--- src/rtl/pipeline_frontend_ctrl.sv ---
// pipeline_frontend_ctrl
// Front end of the pipeline, on the consumer side of the load-use hazard unit.
// Owns the PC register, the IF/ID pipeline register and the ID/EX control register.
// It holds PC and IF/ID, injects bubbles into ID/EX, and redirects and flushes on a
// taken branch. It also keeps stall/flush statistics and a consecutive-stall watchdog.
// All outputs are registered. There is no handshake: the hazard unit's controls are
// sampled on every rising edge.
module pipeline_frontend_ctrl #(
  parameter logic [31:0] RESET_PC  = 32'h0000_0000,
  parameter int          CTRL_W    = 10,
  parameter int          CNT_W     = 16,
  parameter int          MAX_STALL = 8
) (
  input  logic              clk,
  input  logic              rst,
  input  logic              PCWrite,
  input  logic              IF_ID_Write,
  input  logic              Control_Unit_Sel,
  input  logic              branch_taken,
  input  logic [31:0]       branch_target,
  input  logic [31:0]       instr_in,
  input  logic [CTRL_W-1:0] id_ctrl_in,
  output logic [31:0]       pc_out,
  output logic [31:0]       if_id_instr,
  output logic [31:0]       if_id_pc4,
  output logic              if_id_valid,
  output logic [CTRL_W-1:0] id_ex_ctrl,
  output logic [1:0]        fe_state,
  output logic [CNT_W-1:0]  stall_count,
  output logic [CNT_W-1:0]  flush_count,
  output logic              stall_timeout
);

  typedef enum logic [1:0] {
    RUN   = 2'd0,
    STALL = 2'd1,
    FLUSH = 2'd2
  } fe_state_t;

  localparam logic [7:0] MAX_STALL_W = 8'(MAX_STALL);

  fe_state_t  state, state_next;
  logic [7:0] consec_stall;
  logic       stall_edge;

  // A stall edge is one where the PC is frozen and no branch overrides it.
  assign stall_edge = !PCWrite && !branch_taken;
  assign fe_state   = state;

  // Front-end state register.
  always_ff @(posedge clk) begin
    if (rst) state <= RUN;
    else     state <= state_next;
  end

  // Next state: a branch always flushes; otherwise PCWrite selects RUN or STALL.
  always_comb begin
    state_next = state;
    if (branch_taken)  state_next = FLUSH;
    else if (PCWrite)  state_next = RUN;
    else               state_next = STALL;
  end

  // PC register: redirect on branch (word aligned), advance or hold otherwise.
  always_ff @(posedge clk) begin
    if (rst)               pc_out <= RESET_PC;
    else if (branch_taken) pc_out <= branch_target & 32'hFFFF_FFFC;
    else if (PCWrite)      pc_out <= pc_out + 32'd4;
  end

  // IF/ID register: flushed to a NOP on branch, loaded or held per IF_ID_Write.
  always_ff @(posedge clk) begin
    if (rst || branch_taken) begin
      if_id_instr <= 32'h0;
      if_id_pc4   <= 32'h0;
      if_id_valid <= 1'b0;
    end else if (IF_ID_Write) begin
      if_id_instr <= instr_in;
      if_id_pc4   <= pc_out + 32'd4;
      if_id_valid <= 1'b1;
    end
  end

  // ID/EX control: a bubble on flush, on hazard select or when ID holds no instruction.
  always_ff @(posedge clk) begin
    if (rst || branch_taken || !Control_Unit_Sel || !if_id_valid)
      id_ex_ctrl <= '0;
    else
      id_ex_ctrl <= id_ctrl_in;
  end

  // Saturating statistics counters.
  always_ff @(posedge clk) begin
    if (rst) begin
      stall_count <= '0;
      flush_count <= '0;
    end else begin
      if (stall_edge && (stall_count != '1))   stall_count <= stall_count + CNT_W'(1);
      if (branch_taken && (flush_count != '1)) flush_count <= flush_count + CNT_W'(1);
    end
  end

  // Watchdog: the run length stops at MAX_STALL, and any further stall edge trips the sticky flag.
  always_ff @(posedge clk) begin
    if (rst) begin
      consec_stall  <= 8'd0;
      stall_timeout <= 1'b0;
    end else if (stall_edge) begin
      if (consec_stall >= MAX_STALL_W) stall_timeout <= 1'b1;
      else                             consec_stall  <= consec_stall + 8'd1;
    end else begin
      consec_stall <= 8'd0;
    end
  end

endmodule

--- config.mk ---
export PLATFORM = sky130hd
export DESIGN_NAME = pipeline_frontend_ctrl
export DESIGN_NICKNAME = d
export VERILOG_FILES = /design/src/rtl/pipeline_frontend_ctrl.sv
export SDC_FILE = /design/constraint.sdc
export NUM_CORES = 1
export LEC_CHECK = 0
export ABC_AREA = 1
export BUFFER_PORTS_ARGS = -buffer_cell sky130_fd_sc_hd__buf_2
export CORE_MARGIN = 5
export CORE_UTILIZATION = 50
export CTS_CLUSTER_SIZE = 14
export DETAILED_ROUTE_END_ITERATION = 8
export MAX_ROUTING_LAYER = met4
export PLACE_DENSITY = 0.79
export SETUP_SLACK_MARGIN = 0.2
export SLEW_MARGIN = 40
export SYNTH_ARGS = -nofsm -noshare
export SYNTH_HDL_FRONTEND = slang
export SYNTH_SLANG_ARGS = --single-unit
--- constraint.sdc ---
create_clock -name clk -period 1.9 [get_ports clk]
set_input_delay 0.38 -clock clk [delete_from_list [all_inputs] [get_ports clk]]
set_output_delay 0.38 -clock clk [all_outputs]
set_load 0.02 [all_outputs]
After elaboration in Yosys (flattened, before gate mapping) --
Cells that the tools add are included.
Storage, ports and cells: flip-flop bits (word level) 150, input bits 80, output and inout port bits 142, logic and storage cells 38
Operators by class: order comparisons 1, multiplexer cells 4, reduce and logical (&&, ||, !) cells 14, $add $sub $neg 4, bitwise operators 1, equal/unequal tests 2
Operators with widths (count):
- $mux W32 | 2
- $add A16 B1 Y16 const B | 2
- $add A32 B3 Y32 const B | 1
- $ne A16 B16 Y1 const B | 2
- $add A8 B1 Y8 const B | 1
- $ge A8 B4 Y1 const B | 1
- $logic_not A1 Y1 | 4
- $reduce_or A2 Y1 | 2
- $logic_and A1 B1 Y1 | 3
- $logic_or A1 B1 Y1 | 3
- $mux W2 | 1
- $reduce_and A2 Y1 | 1
- $reduce_bool A2 Y1 | 1
- $mux W1 | 1
- $not A1 Y1 | 1

Longest topological paths before layout --
Gate-level depths: netlist (run 1).
depth in word-level cells 4, mapped depth 10, mapped depth without buffers 10

Worst setup path after synthesis (run 1) --
Ideal clock, no wire load.
kind reg-to-reg, from reg stall_count[1], to reg stall_count[6], buffers on the path 1, required time 1.769 ns, cell stages (with the launch flop) 10, period minus slack after synthesis 1.734 ns, slack 0.166 ns, library setup time 0.131 ns, arrival time 1.603 ns, cells stage by stage dfxtp_1 ha_1 nand3_2 nor3_4 nand3_2 nand2_4 inv_2 buf_6 nand2_1 a21oi_2
On the way: cells in the longest elaborated chain, start to end 2, elaborated cells between the ends (all ways) 3, those cells by class add/sub: 1; eq/ne: 1; reduce/logical: 1
Ends and longest elaborated chain:
- from (decl) | RTL line 29 | output logic [CNT_W-1:0] stall_count,
- from (signal assigned) | RTL line 98 | if (stall_edge && (stall_count != '1)) stall_count <= stall_count + CNT_W'(1);
- parallel branches: the longest is 2 deep, another holds $add A16 B1 Y16
Parallel ways; which one is timed is not known. A chain may end at the register's enable or synchronous reset.

Worst setup path in the final report (run 1) --
from reg stall_count[1], to reg stall_count[5]
The elaborated chain is that of the path after synthesis.

==> impl_metrics.json, run 1 <==
{
  "synth_edf_count": 0,
  "yosysSeqAreaShare_pct": 42.3,
  "antenna_cells": 0,
  "crit_path_max_fanout": 9,
  "htreeDepth": 4,
  "area_delta_synth_final_pct": 29.3,
  "synthArstFlopShare_pct": 0,
  "route.detailed.drc": 0,
  "clock_sinks": 146,
  "synth_seq_cells": 146,
  "fin_crit_ns": 1.61,
  "fmax_ghz": 0.622,
  "grt_usage_pct": 25.2,
  "grt_pass1_vias": 6669,
  "vdd_drop_max_mv": 0.916,
  "ant_nets": 0,
  "rows": 43,
  "cellPowerDensity_nw_per_um2": 833,
  "yosys.cell_types.count": 35,
  "setup_tns_ns": 0,
  "ios": 222,
  "start_util_pct": 50.3,
  "fin_crit_sh_pct": 84.6,
  "worst_skew_pair.late_latency_ns": 0.41,
  "cts_buffer_depth": 2,
  "status": "completed",
  "fin_nets": 1311,
  "cp.arrival_ns": 1.95,
  "grt_start_max_net_pins": 69,
  "drive_gt1_share_pct": 27.0,
  "syn_inst": 1006,
  "drt_pass1_iterations": 5,
  "grt_overflow": 0,
  "holdCritPathClass": "primary input to flip-flop",
  "whs_ns": 0.174,
  "root_buffer": "clkbuf_16",
  "maxCapViolations": 0,
  "dr_total_vias": 7189,
  "gp_congestion": 0.922,
  "crit_path_start_kind": "flip-flop",
  "cts_tree": "done",
  "avgSynthCellArea_um2": 6.86,
  "portBuffers": 215,
  "finalClockSkew_ns": 0.00817,
  "leakagePower_nw": 4.30,
  "netlist_area_um2": 6900,
  "synth_top_flop_cell": "dfxtp_1",
  "path_cells": "ha_4 > nand3_2 > nor3_4 > nand3_2 > nand2_4 > buf_4 > o21ai_0 > a21oi_1",
  "worst_setup_path_end_kind": "flip-flop",
  "clk_pin_slew_ns": 0.06,
  "hold_violations": 0,
  "slowest_stage": "dfxtp_2",
  "crit_start": "stall_count[1]$_SDFFE_PP0P_",
  "finalSetupViolCount": 0,
  "routedWlPerCell_um": 14.2,
  "drt_iter0_markers": 481,
  "required_ns": 2.24,
  "slew_violations": 0,
  "critPathBufInv": 1,
  "die_x_um": 127,
  "grt_pass1_wl_mm": 32.6,
  "crit_path_max_incr_delay_ns": 0.40,
  "r2r_start": "stall_count[1]$_SDFFE_PP0P_",
  "fp.coreArea_um2": 13700,
  "rsz0062_at_grt": "yes",
  "cpLargestDelayFamily": "simple AND/OR/NAND/NOR gates",
  "crit_path_frequent_cell": "nand3_2",
  "yosys_warnings": 0,
  "numCtsBuffers": 17,
  "die_y_um": 127,
  "dieArea_um2": 16300,
  "hold_start": "id_ctrl_in[3]",
  "finalWirelength_mm": 20.2,
  "hpwl_mm": 14.8,
  "path_class": "flip-flop to flip-flop",
  "antenna_found_initial": 0,
  "via_per_inst": 5.07
}
[stage by stage]
stage / instances / instance area [µm²] / setup slack (ns) / power [mW] / utilization, %
floorplan: 1009 / 6920 / 0.212 / 3.75 / -
global placement: 1379 / 8160 / 0.193 / 4.04 / 59.5
detailed placement: 1379 / 8160 / 0.142 / 4.05 / 59.5
CTS: 1411 / 8790 / 0.194 / 7.46 / 64.1
global route: 1419 / 8920 / 0.159 / 7.71 / 65.0
finish: 1419 / 8920 / 0.292 / 7.43 / 65.0
[cells in the mapped netlist, types with 3 or more instances]
| library cell | n | area share, % |
|---|---|---|
| nor2_4 | 4 | 0.65 |
| a21oi_1 | 88 | 6.4 |
| a22oi_1 | 22 | 2.4 |
| buf_2 | 7 | 0.51 |
| nand2_2 | 4 | 0.36 |
| nand3_1 | 33 | 2.4 |
| nand3_2 | 4 | 0.58 |
| xor2_1 | 18 | 2.3 |
| xnor2_1 | 8 | 1.0 |
| inv_2 | 3 | 0.16 |
| nand2_1 | 304 | 17 |
| nor2_2 | 10 | 0.91 |
| buf_6 | 3 | 0.49 |
| nor2_1 | 118 | 6.4 |
| nor3_1 | 13 | 0.94 |
| clkbuf_1 | 26 | 1.4 |
| o21ai_0 | 36 | 2.6 |
| buf_4 | 5 | 0.54 |
| ha_1 | 5 | 0.91 |
| nand3b_1 | 4 | 0.44 |
| buf_1 | 3 | 0.16 |
| inv_1 | 106 | 5.8 |
| dfxtp_1 | 146 | 42 |
| nand4_1 | 14 | 1.3 |
| a31oi_1 | 7 | 0.63 |
[metal layers]
metal / wire length (µm) / up-vias / part of all wire, % / GRT usage (%)
li1: - / 3613 / - / -
met1: 8420 / 3278 / 42 / 32.1
met2: 10000 / 270 / 50 / 41.1
met3: 1430 / 28 / 7.1 / 4.85
met4: 317 / 0 / 1.6 / 7.00
met5: 0 / - / 0 / -
[sequential cells by signal (all words and copies together), names as in the netlist]
register,cells
stall_count,16
flush_count,16
consec_stall,8
fe_state,2
if_id_pc4,30
if_id_instr,32
if_id_valid,1
pc_out,30
stall_timeout,1
id_ex_ctrl,10
[worst register-to-register path: cells and delay by family, from the launching register on]
family	cells	cell delay, ns
compound gates	2	0.23
fa+ha+maj	1	0.19
buf+inv	1	0.15
flops	1	0.40
simple gates	4	0.57
[placed cells by master, fill, tap and decap left out, types with 7 or more instances in the layout]
cell,instances
a22oi_1,22
clkbuf_16,17
nand2_1,303
xnor2_1,8
buf_4,26
nor2_4,8
nand4_1,14
xor2_1,17
o21ai_0,34
dfxtp_2,18
nor2_1,115
inv_1,105
nor2_2,9
nand3_1,33
nor3_1,13
buf_2,215
a31oi_1,7
a21oi_1,88
dfxtp_1,128
[path summary, 6_finish.rpt]
check / to / slack (ns) / cells past startpoint
worst min-delay path: id_ex_ctrl[3]$_SDFF_PP0_ / 0.17 / 3
worst min register to register: consec_stall[5]$_SDFFE_PP0N_ / 0.43 / 2
worst max register to register: stall_count[5]$_SDFFE_PP0P_ / 0.29 / 8
worst max-delay path: stall_count[5]$_SDFFE_PP0P_ / 0.29 / 8
[logic make-up after synthesis]
logic type | share of synthesized area, %
simple gates | 31.6
compound gates | 12.5
buf+inv | 9.26
flops | 42.3
xor+xnor | 3.30
fa+ha+maj | 0.906
other cells | 0.0543
[cell type report]
cell class / count / area (µm²)
flip-flops and latches: 146 / 2950
clock inverters: 15 / 180
clock buffers: 17 / 425
well taps: 180 / 225
multi-input cells: 709 / 3430
fillers: 1286 / 4800
inverters: 109 / 409
repair buffers: 243 / 1310
[power by group]
| group | switching (mW) | leakage [nW] | internal (mW) |
|---|---|---|---|
| sequential | 0.0954 | 1.20 | 3.16 |
| clock | 1.34 | 0.290 | 2.08 |
| combinational | 0.477 | 2.82 | 0.272 |
[what timing repair did]
action / CTS / global route
hold buffers: 0 / 0
pin swaps: 0 / 5
endpoints found under the setup margin: 4 / 49
buffers inserted: 0 / 8
hold endpoints to repair: 0 / 0
gates resized for setup: 3 / 31
No activity file was read; power rests on OpenSTA's default activity.
==> run 2: changes to the inputs <==
- ABC_AREA: 1 -> 0
- clock period: 1.9 -> 1.7 ns (I/O delays scaled with it)
==> run 2 against run 1 <==
Effect of this change:
- the flow now finishes with violations (negative setup slack)
- non-clock buffer count up 143
- utilization grew 18 points
- global-route usage increased by 2.2 points
- clock-buffer cell count increased by 2
- combinational power is 66% higher
- die area down 1.5%
- cell count down 7.0%
- area after synthesis shrank 1.6%
- synthesized cell count down 22%
- critical path type unchanged
- critical endpoint is now pc_out[24]$_SDFFE_PP0N_
==> impl_metrics.json, run 2 <==
{
  "fmax_ghz": 0.477,
  "cpLargestDelayFamily": "simple AND/OR/NAND/NOR gates",
  "crit_path_max_fanout": 6,
  "start_util_pct": 51.1,
  "htreeDepth": 4,
  "drt_pass1_iterations": 5,
  "top_layer_used": "met4",
  "worstMarginPinSlew_ns": 0.710,
  "yosys-top-cells-area": "dfxtp_1 (43%), mux2i_1 (5.6%), nor2_1 (5.1%)",
  "via_per_inst": 5.94,
  "yosysTopAreaCell": "dfxtp_1",
  "area_delta_synth_final_pct": 61.7,
  "antenna_found_initial": 2,
  "final_cell_mix": "buf_2 (199), buf_4 (112), nor2_1 (93)",
  "drive_gt1_share_pct": 52.5,
  "grt_pass1_wl_mm": 34.7,
  "regToRegEndpoint": "pc_out[24]$_SDFFE_PP0N_",
  "clk_pin_slew_ns": 0.07,
  "netlist_area_um2": 6790,
  "dieArea_um2": 16000,
  "slowest_stage": "or4_4",
  "hold_violations": 0,
  "worst_setup_path_end_kind": "flip-flop",
  "final_cell_area_um2": 11000,
  "synth-adder-area-share_pct": 0.921,
  "grt_overflow": 0,
  "cellPowerDensity_nw_per_um2": 788,
  "crit_path_end": "pc_out[24]$_SDFFE_PP0N_",
  "worst_slack_ns": -0.397,
  "fin_nets": 1214,
  "ys_top_cells_by_count": "dfxtp_1 (146), nor2_1 (93), o21ai_0 (51), clkbuf_1 (45), nand2_1 (42)",
  "cts_tree": "done",
  "synth-simple-area-share_pct": 25.0,
  "drt_iter0_markers": 845,
  "relSlewSlack_pct": 52.5,
  "synth_top_area_share_pct": 43.0,
  "portBuffers": 215,
  "met2_length_mm": 13.0,
  "hold_depth": 2,
  "maxCapViolations": 0,
  "final_util_pct": 82.6,
  "largest_reg_flops": 32,
  "top_regs": "if_id_instr (32), if_id_pc4 (30), pc_out (30)",
  "synth_top_flop_cell": "dfxtp_1",
  "syn_inst": 784,
  "die_y_um": 127,
  "wl_met3_mm": 1.99,
  "synthArstFlopShare_pct": 0,
  "gp_congestion": 0.914,
  "critPathBufInv": 0,
  "root_buffer": "clkbuf_16",
  "finalClockSkew_ns": 0.0190,
  "leakagePower_nw": 4.79,
  "die_x_um": 127,
  "wl_met1_mm": 10.3,
  "crit_path_start_kind": "flip-flop",
  "synth_edf_count": 0,
  "finalWirelength_mm": 26.4,
  "r2r_slack_ns": -0.40,
  "path_cells": "ha_4 > nand3_4 > or4_4 > or4_1 > a311oi_1",
  "crit_start": "pc_out[2]$_SDFFE_PP0N_",
  "crit_path_max_incr_delay_ns": 0.61,
  "rows": 42,
  "violations": "negative setup slack",
  "clock_sinks": 146,
  "cp_num_cells": 5,
  "synth_xor_area_share_pct": 3.10,
  "dr_total_vias": 7847,
  "required_ns": 2.03,
  "holdCritPathClass": "primary input to flip-flop",
  "rsz0062_at_grt": "yes",
  "synth_seq_cells": 146,
  "grt_start_max_net_pins": 46,
  "ios": 222,
  "cts_buffer_depth": 2,
  "routedWlPerCell_um": 20.0,
  "r2r_start": "pc_out[2]$_SDFFE_PP0N_",
  "cp.arrival_ns": 2.42,
  "fin_total_pwr_mw": 8.65,
  "final_common_cell": "buf_2",
  "yosys_warnings": 0,
  "worstRegToRegCells": 5,
  "yosysMostFrequentCell": "dfxtp_1",
  "path_class": "flip-flop to flip-flop",
  "grt_pass1_vias": 6977,
  "avgSynthCellArea_um2": 8.66,
  "route.detailed.drc": 0,
  "synth_compound_area_share_pct": 15.1,
  "fin_crit_sh_pct": 123,
  "fp.coreArea_um2": 13300,
  "yosys.cell_types.count": 49,
  "place_worst_setup_slack_ns": -0.274,
  "postPlaceCellArea_um2": 9020,
  "fin_crit_ns": 2.10,
  "synth_top_family_by_area": "simple AND/OR/NAND/NOR gates",
  "worst_skew_pair.late_latency_ns": 0.44,
  "vdd_drop_max_mv": 0.733,
  "synthMuxAreaShare_pct": 8.25,
  "ant_nets": 0,
  "status": "finished, violations left",
  "finalSetupViolCount": 38,
  "numCtsBuffers": 17,
  "grt_usage_pct": 27.4,
  "yosysSeqAreaShare_pct": 43.0,
  "regMostFlops": "if_id_instr",
  "hpwl_mm": 15.6,
  "slew_violations": 0
}
-- run 2: changes by cell type in the layout (fill, tap and decap cells not counted), moves of 22 or more --
| cell | before | now |
|---|---|---|
| nand2_1 | 303 | 38 |
| inv_1 | 105 | 11 |
| buf_4 | 26 | 112 |
| a21oi_1 | 88 | 15 |
| buf_6 | 0 | 68 |
| dfxtp_1 | 128 | 90 |
| mux2i_1 | 0 | 38 |
| dfxtp_4 | 0 | 28 |
| or3_1 | 0 | 25 |
| a22oi_1 | 22 | 0 |
| nor2_1 | 115 | 93 |
-- run 2: logic make-up (layout without fill, tap and decap cells) --
group / after synthesis / in the layout
and+or+nand+nor: 319 / 320
AOI/OAI and AO/OA: 160 / 160
DFF: 146 / 146
buffers and inverters: 75 / 429
muxes: 54 / 54
xor gates and xnor gates: 24 / 24
adders and majority gates: 5 / 5
other: 1 / 6
-- run 2: cell type report --
class | count | area [µm²]
Tap cell | 176 | 220
Multi-Input combinational cell | 567 | 4350
Clock buffer | 19 | 443
Timing Repair Buffer | 386 | 2720
Sequential cell | 146 | 3060
Clock inverter | 13 | 143
Antenna cell | 2 | 5.00
Fill cell | 719 | 2310
Inverter | 11 | 41.3
-- run 2: how the worst min path moves through the flow --
stage                                       startpoint                           end  slack, ns
after global placement    consec_stall[4]$_SDFFE_PP0N_  consec_stall[4]$_SDFFE_PP0N_       0.44
after CTS                                id_ctrl_in[5]      id_ex_ctrl[5]$_SDFF_PP0_       0.10
final                                    id_ctrl_in[5]      id_ex_ctrl[5]$_SDFF_PP0_       0.11
after detailed placement  consec_stall[7]$_SDFFE_PP0N_  consec_stall[7]$_SDFFE_PP0N_       0.45
after global routing                     id_ctrl_in[1]      id_ex_ctrl[1]$_SDFF_PP0_       0.11
after floorplan           consec_stall[5]$_SDFFE_PP0N_  consec_stall[5]$_SDFFE_PP0N_       0.43
-- run 2: repair_timing --
item	4_1_cts	5_1_grt
buffers inserted	26	35
pin swaps	37	63
hold buffers	0	0
endpoints found under the setup margin	71	86
gates resized for setup	90	132
gates cloned	0	1
-- run 2: power by group --
part           leakage (nW)  internal (mW)  switching (mW)
Sequential             1.22           3.51           0.106
Clock                 0.290           2.22            1.57
Combinational          3.28          0.540           0.699
-- run 2: worst register-to-register path, stage by stage (launching register included) --
cell and delay (ns):
dfxtp_4 0.37, ha_4 0.17, nand3_4 0.09, or4_4 0.61, or4_1 0.44, a311oi_1 0.32
-- run 2: through the flow --
| step | instances | TNS, ns | hold WS, ns |
|---|---|---|---|
| 2_1_floorplan | 787 | -3.93 | 0.431 |
| 3_3_place_gp | 1224 | -3.40 | 0.443 |
| 3_5_place_dp | 1224 | -4.42 | 0.447 |
| 4_1_cts | 1282 | -3.26 | 0.100 |
| 5_1_grt | 1320 | -9.88 | 0.109 |
| 6_report | 1320 | -7.95 | 0.108 |
-- run 2: metal layers --
| layer | GRT usage [%] | up-vias |
|---|---|---|
| li1 | - | 3550 |
| met1 | 32.8 | 3763 |
| met2 | 44.1 | 428 |
| met3 | 5.51 | 106 |
| met4 | 13.4 | 0 |
| met5 | - | - |
